==> src/rtl/corr_segment_scheduler.sv <==
// Top-level sequencer for the fast Fourier correlator: loads the reference
// spectrum once, then issues overlap-save segments of the long signal with credit control.
module corr_segment_scheduler #(
    parameter int NFFT    = 256,
    parameter int MAX_OUT = 2
) (
    input  logic        aclk_i,
    input  logic        aresetn_i,
    input  logic        go_i,
    input  logic [12:0] n1_i,
    input  logic [15:0] n2_i,
    output logic        f1_start_o,
    input  logic        f1_done_i,
    output logic        seg_start_o,
    output logic [15:0] seg_offset_o,
    output logic [12:0] seg_len_o,
    output logic [15:0] lag_base_o,
    output logic [12:0] lag_count_o,
    input  logic        seg_retire_i,
    output logic        busy_o,
    output logic        done_o,
    output logic        err_o,
    output logic        proto_err_o
);

    localparam logic [16:0] NFFT17  = 17'(NFFT);
    localparam logic [2:0]  MAXOUT3 = 3'(MAX_OUT);

    typedef enum logic [2:0] {
        IDLE,
        CHECK,
        LOAD_F1,
        ISSUE,
        DRAIN
    } state_t;

    state_t      state_q;
    logic [12:0] n1_q;
    logic [15:0] n2_q;
    logic [16:0] step_q;
    logic [16:0] lagsLeft_q;
    logic [16:0] offset_q;
    logic [2:0]  outstanding_q;

    logic        f1Start_q;
    logic        segStart_q;
    logic [15:0] segOffset_q;
    logic [12:0] segLen_q;
    logic [15:0] lagBase_q;
    logic [12:0] lagCount_q;
    logic        busy_q;
    logic        done_q;
    logic        err_q;
    logic        protoErr_q;

    logic        retireOk;
    logic [2:0]  outAfterRetire;
    logic        canIssue;
    logic        issueNow;
    logic [16:0] availLen;
    logic [16:0] segLen_d;
    logic [16:0] lagCount_d;
    logic [16:0] offsetSum;
    logic [16:0] offset_d;
    logic [16:0] lagsLeft_d;
    logic [16:0] step_d;
    logic [16:0] lagsInit_d;
    logic        goValid;
    logic        checkValid;

    function automatic logic paramsOk(input logic [12:0] n1, input logic [15:0] n2);
        return (n1 != 13'd0) && ({4'b0, n1} <= NFFT17) && (n2 >= {3'b0, n1});
    endfunction

    // Segment geometry and credit for the next issue; a retire seen this
    // cycle already frees its credit so the next segment can go out at once.
    always_comb begin
        retireOk       = seg_retire_i && (outstanding_q != 3'd0);
        outAfterRetire = outstanding_q - {2'b0, retireOk};
        availLen       = {1'b0, n2_q} - offset_q;
        segLen_d       = (availLen < NFFT17) ? availLen : NFFT17;
        lagCount_d     = (step_q < lagsLeft_q) ? step_q : lagsLeft_q;
        offsetSum      = offset_q + step_q;
        offset_d       = (offsetSum > {1'b0, n2_q}) ? {1'b0, n2_q} : offsetSum;
        lagsLeft_d     = lagsLeft_q - lagCount_d;
        step_d         = NFFT17 - {4'b0, n1_q} + 17'd1;
        lagsInit_d     = {1'b0, n2_q} - {4'b0, n1_q} + 17'd1;
        goValid        = paramsOk(n1_i, n2_i);
        checkValid     = paramsOk(n1_q, n2_q);
        canIssue       = (outAfterRetire < MAXOUT3) && (lagsLeft_q != 17'd0) && !segStart_q;
        issueNow       = canIssue && (((state_q == LOAD_F1) && f1_done_i) || (state_q == ISSUE));
    end

    always_ff @(posedge aclk_i) begin
        if (!aresetn_i) begin
            state_q       <= IDLE;
            n1_q          <= '0;
            n2_q          <= '0;
            step_q        <= '0;
            lagsLeft_q    <= '0;
            offset_q      <= '0;
            outstanding_q <= '0;
            f1Start_q     <= 1'b0;
            segStart_q    <= 1'b0;
            segOffset_q   <= '0;
            segLen_q      <= '0;
            lagBase_q     <= '0;
            lagCount_q    <= '0;
            busy_q        <= 1'b0;
            done_q        <= 1'b0;
            err_q         <= 1'b0;
            protoErr_q    <= 1'b0;
        end else begin
            f1Start_q     <= 1'b0;
            segStart_q    <= 1'b0;
            done_q        <= 1'b0;
            err_q         <= 1'b0;
            protoErr_q    <= seg_retire_i && (outstanding_q == 3'd0);
            outstanding_q <= outAfterRetire + {2'b0, issueNow};

            if (issueNow) begin
                segStart_q  <= 1'b1;
                segOffset_q <= 16'(offset_q);
                segLen_q    <= 13'(segLen_d);
                lagBase_q   <= 16'(offset_q);
                lagCount_q  <= 13'(lagCount_d);
                offset_q    <= offset_d;
                lagsLeft_q  <= lagsLeft_d;
            end

            case (state_q)
                IDLE: begin
                    if (go_i) begin
                        n1_q    <= n1_i;
                        n2_q    <= n2_i;
                        busy_q  <= 1'b1;
                        err_q   <= !goValid;
                        state_q <= CHECK;
                    end
                end
                CHECK: begin
                    if (checkValid) begin
                        step_q        <= step_d;
                        lagsLeft_q    <= lagsInit_d;
                        offset_q      <= '0;
                        outstanding_q <= '0;
                        f1Start_q     <= 1'b1;
                        state_q       <= LOAD_F1;
                    end else begin
                        busy_q  <= 1'b0;
                        state_q <= IDLE;
                    end
                end
                LOAD_F1: begin
                    if (issueNow) begin
                        state_q <= (lagsLeft_d == 17'd0) ? DRAIN : ISSUE;
                    end
                end
                ISSUE: begin
                    if (issueNow && (lagsLeft_d == 17'd0)) begin
                        state_q <= DRAIN;
                    end
                end
                DRAIN: begin
                    // Segment fields read as zero again once the job is finished.
                    if (outAfterRetire == 3'd0) begin
                        done_q      <= 1'b1;
                        busy_q      <= 1'b0;
                        segOffset_q <= '0;
                        segLen_q    <= '0;
                        lagBase_q   <= '0;
                        lagCount_q  <= '0;
                        state_q     <= IDLE;
                    end
                end
                default: state_q <= IDLE;
            endcase
        end
    end

    assign f1_start_o   = f1Start_q;
    assign seg_start_o  = segStart_q;
    assign seg_offset_o = segOffset_q;
    assign seg_len_o    = segLen_q;
    assign lag_base_o   = lagBase_q;
    assign lag_count_o  = lagCount_q;
    assign busy_o       = busy_q;
    assign done_o       = done_q;
    assign err_o        = err_q;
    assign proto_err_o  = protoErr_q;

endmodule

==> config.mk <==
export PLATFORM = sky130hd
export DESIGN_NAME = corr_segment_scheduler
export DESIGN_NICKNAME = d
export VERILOG_FILES = /design/src/rtl/corr_segment_scheduler.sv
export SDC_FILE = /design/constraint.sdc
export NUM_CORES = 1
export LEC_CHECK = 0
export CAP_MARGIN = 20
export CELL_PAD_IN_SITES_DETAIL_PLACEMENT = 1
export CELL_PAD_IN_SITES_GLOBAL_PLACEMENT = 1
export CORE_AREA = 10 10 176 178
export DETAILED_ROUTE_END_ITERATION = 8
export DIE_AREA = 0 0 186 188
export GPL_TIMING_DRIVEN = 0
export HOLD_SLACK_MARGIN = 0.03
export PLACE_DENSITY_LB_ADDON = 0.25
export SYNTH_ARGS = -nofsm -noshare
export SYNTH_HDL_FRONTEND = slang
export SYNTH_SLANG_ARGS = --single-unit
==> constraint.sdc <==
create_clock -name aclk_i -period 4.39 [get_ports aclk_i]
set_clock_uncertainty 0.15 [all_clocks]
set_input_delay 0.878 -clock aclk_i [delete_from_list [all_inputs] [get_ports aclk_i]]
set_output_delay 0.878 -clock aclk_i [all_outputs]
set_load 0.01 [all_outputs]
# == Word-level counts from Yosys, hierarchy flattened ==
# Index checks and enable logic that the tools add are counted.
# classes
n_addsub,9
n_lt_le_gt_ge,8
eq_ne,9
muxes,37
reduce_logical,30
# ops
operator,n
$mux W17,8
$mux W16,6
$mux W13,7
$ge A16 B13 Y1,2
$le A13 B9 Y1 const B,2
$reduce_bool A13 Y1,2
$mux W3,7
$add A17 B1 Y17 const B,1
$add A17 B17 Y17,1
$gt A17 B16 Y1,1
$logic_not A17 Y1,1
$lt A17 B17 Y1,1
$lt A17 B9 Y1 const B,1
$reduce_bool A17 Y1,1
$sub A16 B13 Y17,1
$sub A16 B17 Y17,1
$sub A17 B17 Y17,1
$add A14 B2 Y15 const B,1
$pmux W3 S5,1
$sub A9 B13 Y14 const A,1
$logic_and A1 B1 Y1,11
$logic_not A3 Y1,3
$ne A2 B2 Y1 const B,4
$reduce_and A2 Y1,4
15 further kinds,24
# word_totals
ff_bits,150
output_inout_bits,64
wordCells,110

# == Longest topological paths before layout ==
# Gate-level depths: netlist of run 1.
# depth
word_depth,10
ltp_mapped,22
mapped_depth_nobuf,20

# == Worst setup path after synthesis of run 1 ==
# No wires, ideal clock.
# synth_timing
path_kind,reg-to-reg
from,register lagsLeft_q[2]
to,register state_q[0]
t_arrival_ns,4.450
required_ns,4.119
path_slack_ns,-0.332
stages_incl_launch_ff,22
path_buffers,3
period_less_slack_ns,4.722
path_cell_list,dfxtp_1 -> inv_1 -> ha_1 -> or4_1 -> a21oi_1 -> nand4b_4 -> and3_1 -> buf_4 -> clkbuf_1 -> nor2_1 -> a21oi_1 -> inv_1 -> fa_1 -> clkbuf_1 -> a41o_1 -> a21bo_1 -> a211o_1 -> a32oi_2 -> o21ai_0 -> a222oi_1 -> and4_1 -> a21oi_1
# synth_between
elab_chain_len,7
# synth_rtl
element,line,source
"start, declared",41,logic [16:0] lagsLeft_q;
"start signal, assigned",128,lagsLeft_q <= lagsLeft_d;
"start signal, assigned",144,lagsLeft_q <= lagsInit_d;
$lt A17 B17 Y1 or $reduce_bool A17 Y1 (tied branches),"82, 90",
$mux W17 or $logic_and A1 B1 Y1 (tied branches),"82, 90",
$sub A17 B17 Y17 or $logic_and A1 B1 Y1 (tied branches),"85, 90",
$logic_not A17 Y1 or $logic_and A1 B1 Y1 (tied branches),"156, 160, 91",
$mux W3 or $logic_and A1 B1 Y1 (tied branches),"156, 160",
$mux W3 or $ne A2 B1 Y1 (tied branches),-,
$pmux W3 S5 or $reduce_and A4 Y1 (tied branches),-,
"end signal, assigned",156,state_q <= (lagsLeft_d == 17'd0) ? DRAIN : ISSUE;
"end, declared",37,state_t state_q;
# Parallel ways exist; a longest one is shown, timed or not. The select of a mux whose other input is x is not followed.
# A chain may end at the register's enable or synchronous reset.

# == Worst setup path after layout of run 1 ==
# layout_timing
from,register lagsLeft_q[1]
to,register state_q[2]
# Same word-level chain as after synthesis.

==> results of run 1 <==
Yosys cell counts, types with 4 or more instances:
| library cell | count | area (µm²) |
|---|---|---|
| inv_1 | 120 | 450 |
| o31ai_1 | 18 | 135 |
| nand4_1 | 14 | 87.6 |
| mux2i_1 | 18 | 180 |
| or3_1 | 11 | 68.8 |
| a21o_1 | 26 | 195 |
| nor2_1 | 117 | 439 |
| nor3_1 | 29 | 145 |
| nand3_1 | 25 | 125 |
| fa_1 | 9 | 180 |
| dfxtp_1 | 148 | 2960 |
| clkbuf_1 | 47 | 176 |
| a31oi_1 | 9 | 56.3 |
| and2_1 | 13 | 81.3 |
| xor2_1 | 13 | 114 |
| o211ai_1 | 6 | 45.0 |
| a31o_2 | 4 | 35.0 |
| a311oi_1 | 6 | 52.6 |
| nor2b_1 | 10 | 62.6 |
| nand3b_1 | 5 | 37.5 |
| a21oi_1 | 140 | 701 |
| a221oi_1 | 5 | 43.8 |
| a211oi_1 | 52 | 390 |
| ha_1 | 129 | 1610 |
| o21bai_1 | 12 | 90.1 |
| buf_1 | 7 | 26.3 |
| nor4_1 | 12 | 75.1 |
| nand2_1 | 174 | 653 |
| nand2b_1 | 14 | 87.6 |
| o21ai_1 | 11 | 55.1 |
| o21a_1 | 7 | 52.6 |
| and3_1 | 7 | 43.8 |
| o21ai_0 | 24 | 120 |
| or2_2 | 9 | 56.3 |
| or4_1 | 5 | 37.5 |
| xnor2_1 | 48 | 420 |
stage by stage:
stage	hold WS, ns	area, µm²	utilization	std cells
final	0.306	14100	0.515	1922
after detailed placement	0.296	12200	0.445	1818
after CTS	0.306	13500	0.493	1900
after global placement	0.290	12200	0.445	1818
after floorplan	0.312	10800	-	1375
after global routing	0.325	14100	0.515	1922
flip-flops by register name (all words and copies together) (netlist names), 3 cells and up:
signal,cells
lag_base_o,16
lag_count_o,13
lagsLeft_q,17
n1_q,13
n2_q,16
offset_q,17
outstanding_q,3
seg_len_o,13
seg_offset_o,16
state_q,3
step_q,15
cells by family after synthesis:
kind of cell / after synthesis / share of synthesized area
xor+xnor: 61 / 0.0496
buf+inv: 179 / 0.0629
fa+ha+maj: 138 / 0.167
mux: 19 / 0.0178
simple gates: 464 / 0.204
flops: 148 / 0.275
compound gates: 366 / 0.224
final cells by class:
| cell class | instances | area (µm²) | area share |
|---|---|---|---|
| buffer | 53 | 268 | 0.0189 |
| tap | 346 | 433 | 0.0306 |
| timing repair buffer | 172 | 1570 | 0.111 |
| inverter | 123 | 467 | 0.0330 |
| sequential | 148 | 3020 | 0.214 |
| multi-input combinational | 1048 | 7770 | 0.550 |
| clock inverter | 15 | 178 | 0.0126 |
| clock buffer | 17 | 425 | 0.0301 |
path summary, 6_finish.rpt:
| kind | slack (ns) | endpoint | from |
|---|---|---|---|
| min reg2reg | 0.31 | seg_offset_o[3]$_SDFF_PN0_ | seg_offset_o[3]$_SDFF_PN0_ |
| max | -0.31 | state_q[2]$_SDFFE_PN0P_ | lagsLeft_q[1]$_SDFF_PN0_ |
| max reg2reg | -0.31 | state_q[2]$_SDFFE_PN0P_ | lagsLeft_q[1]$_SDFF_PN0_ |
| min | 0.31 | seg_offset_o[3]$_SDFF_PN0_ | seg_offset_o[3]$_SDFF_PN0_ |
layer usage:
metal,GRT usage,share of wire,wire length [µm],up-vias
met5,0,0,0,-
met4,0.0986,0.036,1540,0
met3,0.0275,0.048,2080,78
met2,0.393,0.48,20800,341
met1,0.304,0.44,18900,5451
li1,-,-,-,5247
power by group:
part	switching [mW]	leakage [nW]	internal, mW
combinational	1.84	4.15	1.46
clock	0.734	0.291	0.771
sequential	0.108	1.21	1.41
timing repair:
item | in CTS | in global routing
setup endpoints to repair | 37 | 75
gates cloned | 0 | 1
pin swaps | 36 | 64
gates resized for setup | 94 | 87
endpoints found under the hold margin | 0 | 0
buffers inserted | 52 | 27
worst reg2reg max path: cells and delay by family (launching register included):
kind	cells	cell delay, ns
AND/OR/NAND/NOR	8	1.97
AO/OA/AOI/OAI	8	1.55
adder cells (fa/ha/maj)	2	0.44
flip-flops	1	0.38
buffers and inverters	2	0.18
==> flow_summary.json, run 1 <==
{
  "via_per_inst": 5.78,
  "grtUsageTotal": 0.237,
  "n_fill_cell": 3278,
  "synth_area_per_cell_um2": 7.83,
  "post-dp-hpwl_um": 31000,
  "fp.coreArea_um2": 27500,
  "cp_max_fo": 6,
  "ctsHoldBuffers": 0,
  "relSlewSlack": 0.345,
  "crit_top_cell": "a21oi_2",
  "critPathTopFamily": "simple AND/OR/NAND/NOR gates",
  "synth-seq-area-share": 0.275,
  "layout_min_cycle_time_ns": 4.70,
  "synthFlopType": "dfxtp_1",
  "final_cell_mix": "nand2_1, dfxtp_1, ha_1",
  "start_util": 0.392,
  "grt_max_degree": 19,
  "yosysWarnings": 0,
  "reg2reg_depth": 20,
  "endpoint_kind": "flop",
  "drc": 0,
  "area_growth_pct": 31.4,
  "crit_required_ns": 4.62,
  "final_common_cell": "nand2_1",
  "dp_slack_ns": -0.874,
  "dr_total_vias": 11100,
  "drt-total-wl_um": 43300,
  "clock_sinks": 148,
  "hold_violations": 0,
  "drive_gt1_frac": 0.174,
  "cp.arrival_ns": 4.93,
  "critPathMaxStageDelay_ns": 0.54,
  "grt_pass1_wl_um": 65000,
  "ys_ff_latch": 148,
  "ctsRootBufferMaster": "clkbuf_16",
  "dr.pass1.iters": 7,
  "die_w_um": 186,
  "path_buf_inv": 2,
  "die_y_um": 188,
  "ioPinCount": 98,
  "routabilityCongestion": 0.936,
  "syn_inst": 1375,
  "syn_area_um2": 10800,
  "max_freq_ghz": 0.213,
  "ant_nets": 0,
  "cts_tree": "yes",
  "drv_slew": 0,
  "power_mw": 6.32,
  "period_share": 1.07,
  "p_leak_nw": 5.65,
  "path_cells": "inv_4 -> ha_2 -> or4_4 -> a21oi_2 -> nand4b_4 -> and3_4 -> buf_8 -> nor2_1 -> a21oi_2 -> ha_4 -> o21a_1 -> nor2_2 -> nor2b_2 -> a21bo_4 -> a211o_1 -> a32oi_2 -> or3_1 -> a222oi_1 -> and4_4 -> a32o_2",
  "rows": 61,
  "setup_violations": 21,
  "wire_per_inst_um": 22.5,
  "hp-class": "reg -> reg",
  "fin_ws_ns": -0.313,
  "antenna_found_initial": 0,
  "ys_async_sr_fraction": 0,
  "numCtsBuffers": 17,
  "grt-ovfl-total": 0,
  "violations": "negative setup slack",
  "syn_nets": 1547,
  "min_path_cells": 2,
  "die-area_um2": 35000,
  "synth_edf_count": 0,
  "insertion_delay_ns": 0.44,
  "io_buffers": 97,
  "rsz0062_at_grt": "true",
  "synth.distinct_cells": 81,
  "cp_slowest_cell": "or4_4",
  "ir_drop_v": 0.000281,
  "drt_iter0_markers": 649,
  "worst_setup_path_start_kind": "flop",
  "power_density_nw_per_um2": 447,
  "layout.nets": 1735,
  "critPathKind": "reg -> reg",
  "clk_pin_slew_worst_paths_ns": 0.08,
  "drv_cap": 0,
  "worstSetupPathDepth": 20,
  "grt_pass1_vias": 11400,
  "cts_max_path_buffers": 2,
  "tightest_slew_ns": 0.976,
  "htree_num_levels": 4,
  "diodes": 0,
  "fin_tns_setup_ns": -4.03,
  "run_status": "complete, but fails checks"
}
Power figures use the tool's default switching activity.
==> run 2: changes to the inputs <==
- CAP_MARGIN: 20 -> unset
==> results of run 2 <==
Final layout, timing and power as in run 1 (identical DEF).
==> run 3: changes to the inputs <==
- PLACE_DENSITY_LB_ADDON: 0.25 -> 0.2
==> flow_summary.json, run 3 (synthesized netlist as in run 1, its figures left out) <==
{
  "insertion_delay_ns": 0.43,
  "power_density_nw_per_um2": 457,
  "stdcell_count": 1908,
  "layout_min_cycle_time_ns": 4.78,
  "clock_sinks": 148,
  "drv_cap": 0,
  "fp.coreArea_um2": 27500,
  "tightest_slew_ns": 0.843,
  "hold_violations": 0,
  "dr.pass1.iters": 4,
  "rsz0062_at_grt": "true",
  "cp_max_fo": 6,
  "top_usage_layer": "met2",
  "clk_pin_slew_worst_paths_ns": 0.07,
  "ctsRootBufferMaster": "clkbuf_16",
  "crit_required_ns": 4.55,
  "r2r_setup_slack_ns": -0.39,
  "critPathKind": "reg -> reg",
  "path_cells": "clkinv_4 -> ha_4 -> or4_4 -> a21oi_2 -> nand4b_4 -> and3_4 -> clkbuf_16 -> a21oi_2 -> ha_1 -> or2_2 -> a41oi_4 -> a21bo_2 -> a211o_1 -> a32oi_2 -> or3_4 -> a222oi_1 -> and4_4 -> a21oi_2",
  "use_met3": 0.0344,
  "critPathMaxStageDelay_ns": 0.53,
  "diodes": 0,
  "violations": "negative setup slack",
  "crit_top_cell": "a21oi_2",
  "grt_pass1_vias": 11100,
  "start_util": 0.392,
  "cts_tree": "yes",
  "wire_per_inst_um": 21.9,
  "cp.arrival_ns": 4.94,
  "grt-ovfl-total": 0,
  "drv_slew": 0,
  "drt_iter0_markers": 747,
  "reg.largest.list": "lagsLeft_q (17), offset_q (17)",
  "fin_ws_ns": -0.393,
  "use_met2": 0.381,
  "placed_cells": 1819,
  "cts_max_path_buffers": 2,
  "dpl-instance-area_um2": 12200,
  "rows": 61,
  "final_cell_mix": "nand2_1, dfxtp_1, inv_1, ha_1, a21oi_1",
  "endpoint": "state_q[0]$_SDFFE_PN0P_",
  "numCtsBuffers": 17,
  "io_buffers": 97,
  "drt-total-wl_um": 41700,
  "worst_setup_path_start_kind": "flop",
  "min_path_cells": 2,
  "cp_slowest_cell": "or4_4",
  "die_w_um": 186,
  "die_y_um": 188,
  "relSlewSlack": 0.438,
  "antenna_found_initial": 0,
  "hp-class": "reg -> reg",
  "ir_drop_v": 0.000250,
  "regToRegStartpoint": "lagsLeft_q[2]$_SDFF_PN0_",
  "period_share": 1.09,
  "run_status": "complete, but fails checks",
  "htree_num_levels": 4,
  "finalInstanceArea_um2": 14000,
  "post-dp-hpwl_um": 30900,
  "grt_max_degree": 19,
  "ioPinCount": 98,
  "area_growth_pct": 29.9,
  "drc": 0,
  "dr_total_vias": 10900,
  "via_per_inst": 5.74,
  "grt_pass1_wl_um": 62600,
  "crit_start": "lagsLeft_q[2]$_SDFF_PN0_",
  "ant_nets": 0,
  "layout.nets": 1721,
  "p_leak_nw": 5.58,
  "max_freq_ghz": 0.209,
  "die-area_um2": 35000,
  "r2r_end": "state_q[0]$_SDFFE_PN0P_",
  "met1_usage": 0.293,
  "drive_gt1_frac": 0.163,
  "reg2reg_depth": 18,
  "fin_tns_setup_ns": -3.42,
  "power_mw": 6.39,
  "grtUsageTotal": 0.228,
  "routabilityCongestion": 0.906,
  "final_common_cell": "nand2_1",
  "endpoint_kind": "flop",
  "setup_violations": 22
}
==> run 3: changes by cell type in the layout (fill, tap and decap cells not counted), sizes merged <==
cell,delta
buf,-15
clkinv,+2
clkbuf,+1
clkinvlp,-1
inv,-1
==> run 3: area by class of cell <==
class,count,area (µm²)
sequential,148,3030
clock inverter,15,179
clock buffer,17,425
multi-input combinational,1048,7710
buffer,53,264
inverter,123,472
fill,3318,13500
tap,346,433
timing repair buffer,158,1470
==> run 3: through the flow <==
step                      hold slack [ns]  utilization  setup slack, ns
final                               0.305        0.509           -0.393
after global routing                0.330        0.509           -0.456
after CTS                           0.309        0.487           -0.329
after detailed placement            0.297        0.446            -1.01
after global placement              0.289        0.445           -0.917
after floorplan                     0.312            -           0.0198
==> run 3: power breakdown <==
group          internal, mW  total (mW)  switching [mW]
clock                 0.772        1.49           0.723
sequential             1.41        1.52           0.108
combinational          1.50        3.38            1.89
total                  3.68        6.39            2.72
==> run 3: how the worst min path moves through the flow <==
| stage | slack, ns | to | startpoint |
|---|---|---|---|
| 6_report | 0.31 | seg_len_o[3]$_SDFF_PN0_ | seg_len_o[3]$_SDFF_PN0_ |
| 3_5_place_dp | 0.30 | seg_len_o[9]$_SDFF_PN0_ | seg_len_o[9]$_SDFF_PN0_ |
| 5_1_grt | 0.33 | seg_offset_o[12]$_SDFF_PN0_ | seg_offset_o[12]$_SDFF_PN0_ |
| 3_3_place_gp | 0.29 | seg_len_o[5]$_SDFF_PN0_ | seg_len_o[5]$_SDFF_PN0_ |
| 4_1_cts | 0.31 | lag_base_o[0]$_SDFF_PN0_ | lag_base_o[0]$_SDFF_PN0_ |
| 2_1_floorplan | 0.31 | n1_q[6]$_SDFFE_PN0P_ | n1_q[6]$_SDFFE_PN0P_ |
==> run 3: worst max-delay path: cells and delay by family, from the launching register on <==
family	cells	cell delay, ns
and+or+nand+nor	6	2.00
AOI/OAI and AO/OA	8	1.49
DFF	1	0.38
adders and majority gates	2	0.38
buffers and inverters	2	0.25
==> run 3: what timing repair did <==
item,in CTS,in global routing
endpoints found under the hold margin,0,0
hold buffers,0,0
endpoints found under the setup margin,35,50
pin swaps,33,64
buffers inserted,31,28
gates resized for setup,85,97
cloned,1,1
==> run 3: per-layer routing <==
layer | wire length, µm | vias up | part of all wire
met4 | 1480 | 0 | 0.035
met1 | 18700 | 5383 | 0.45
met5 | 0 | - | 0
met3 | 1740 | 83 | 0.042
li1 | - | 5226 | -
met2 | 19800 | 252 | 0.47
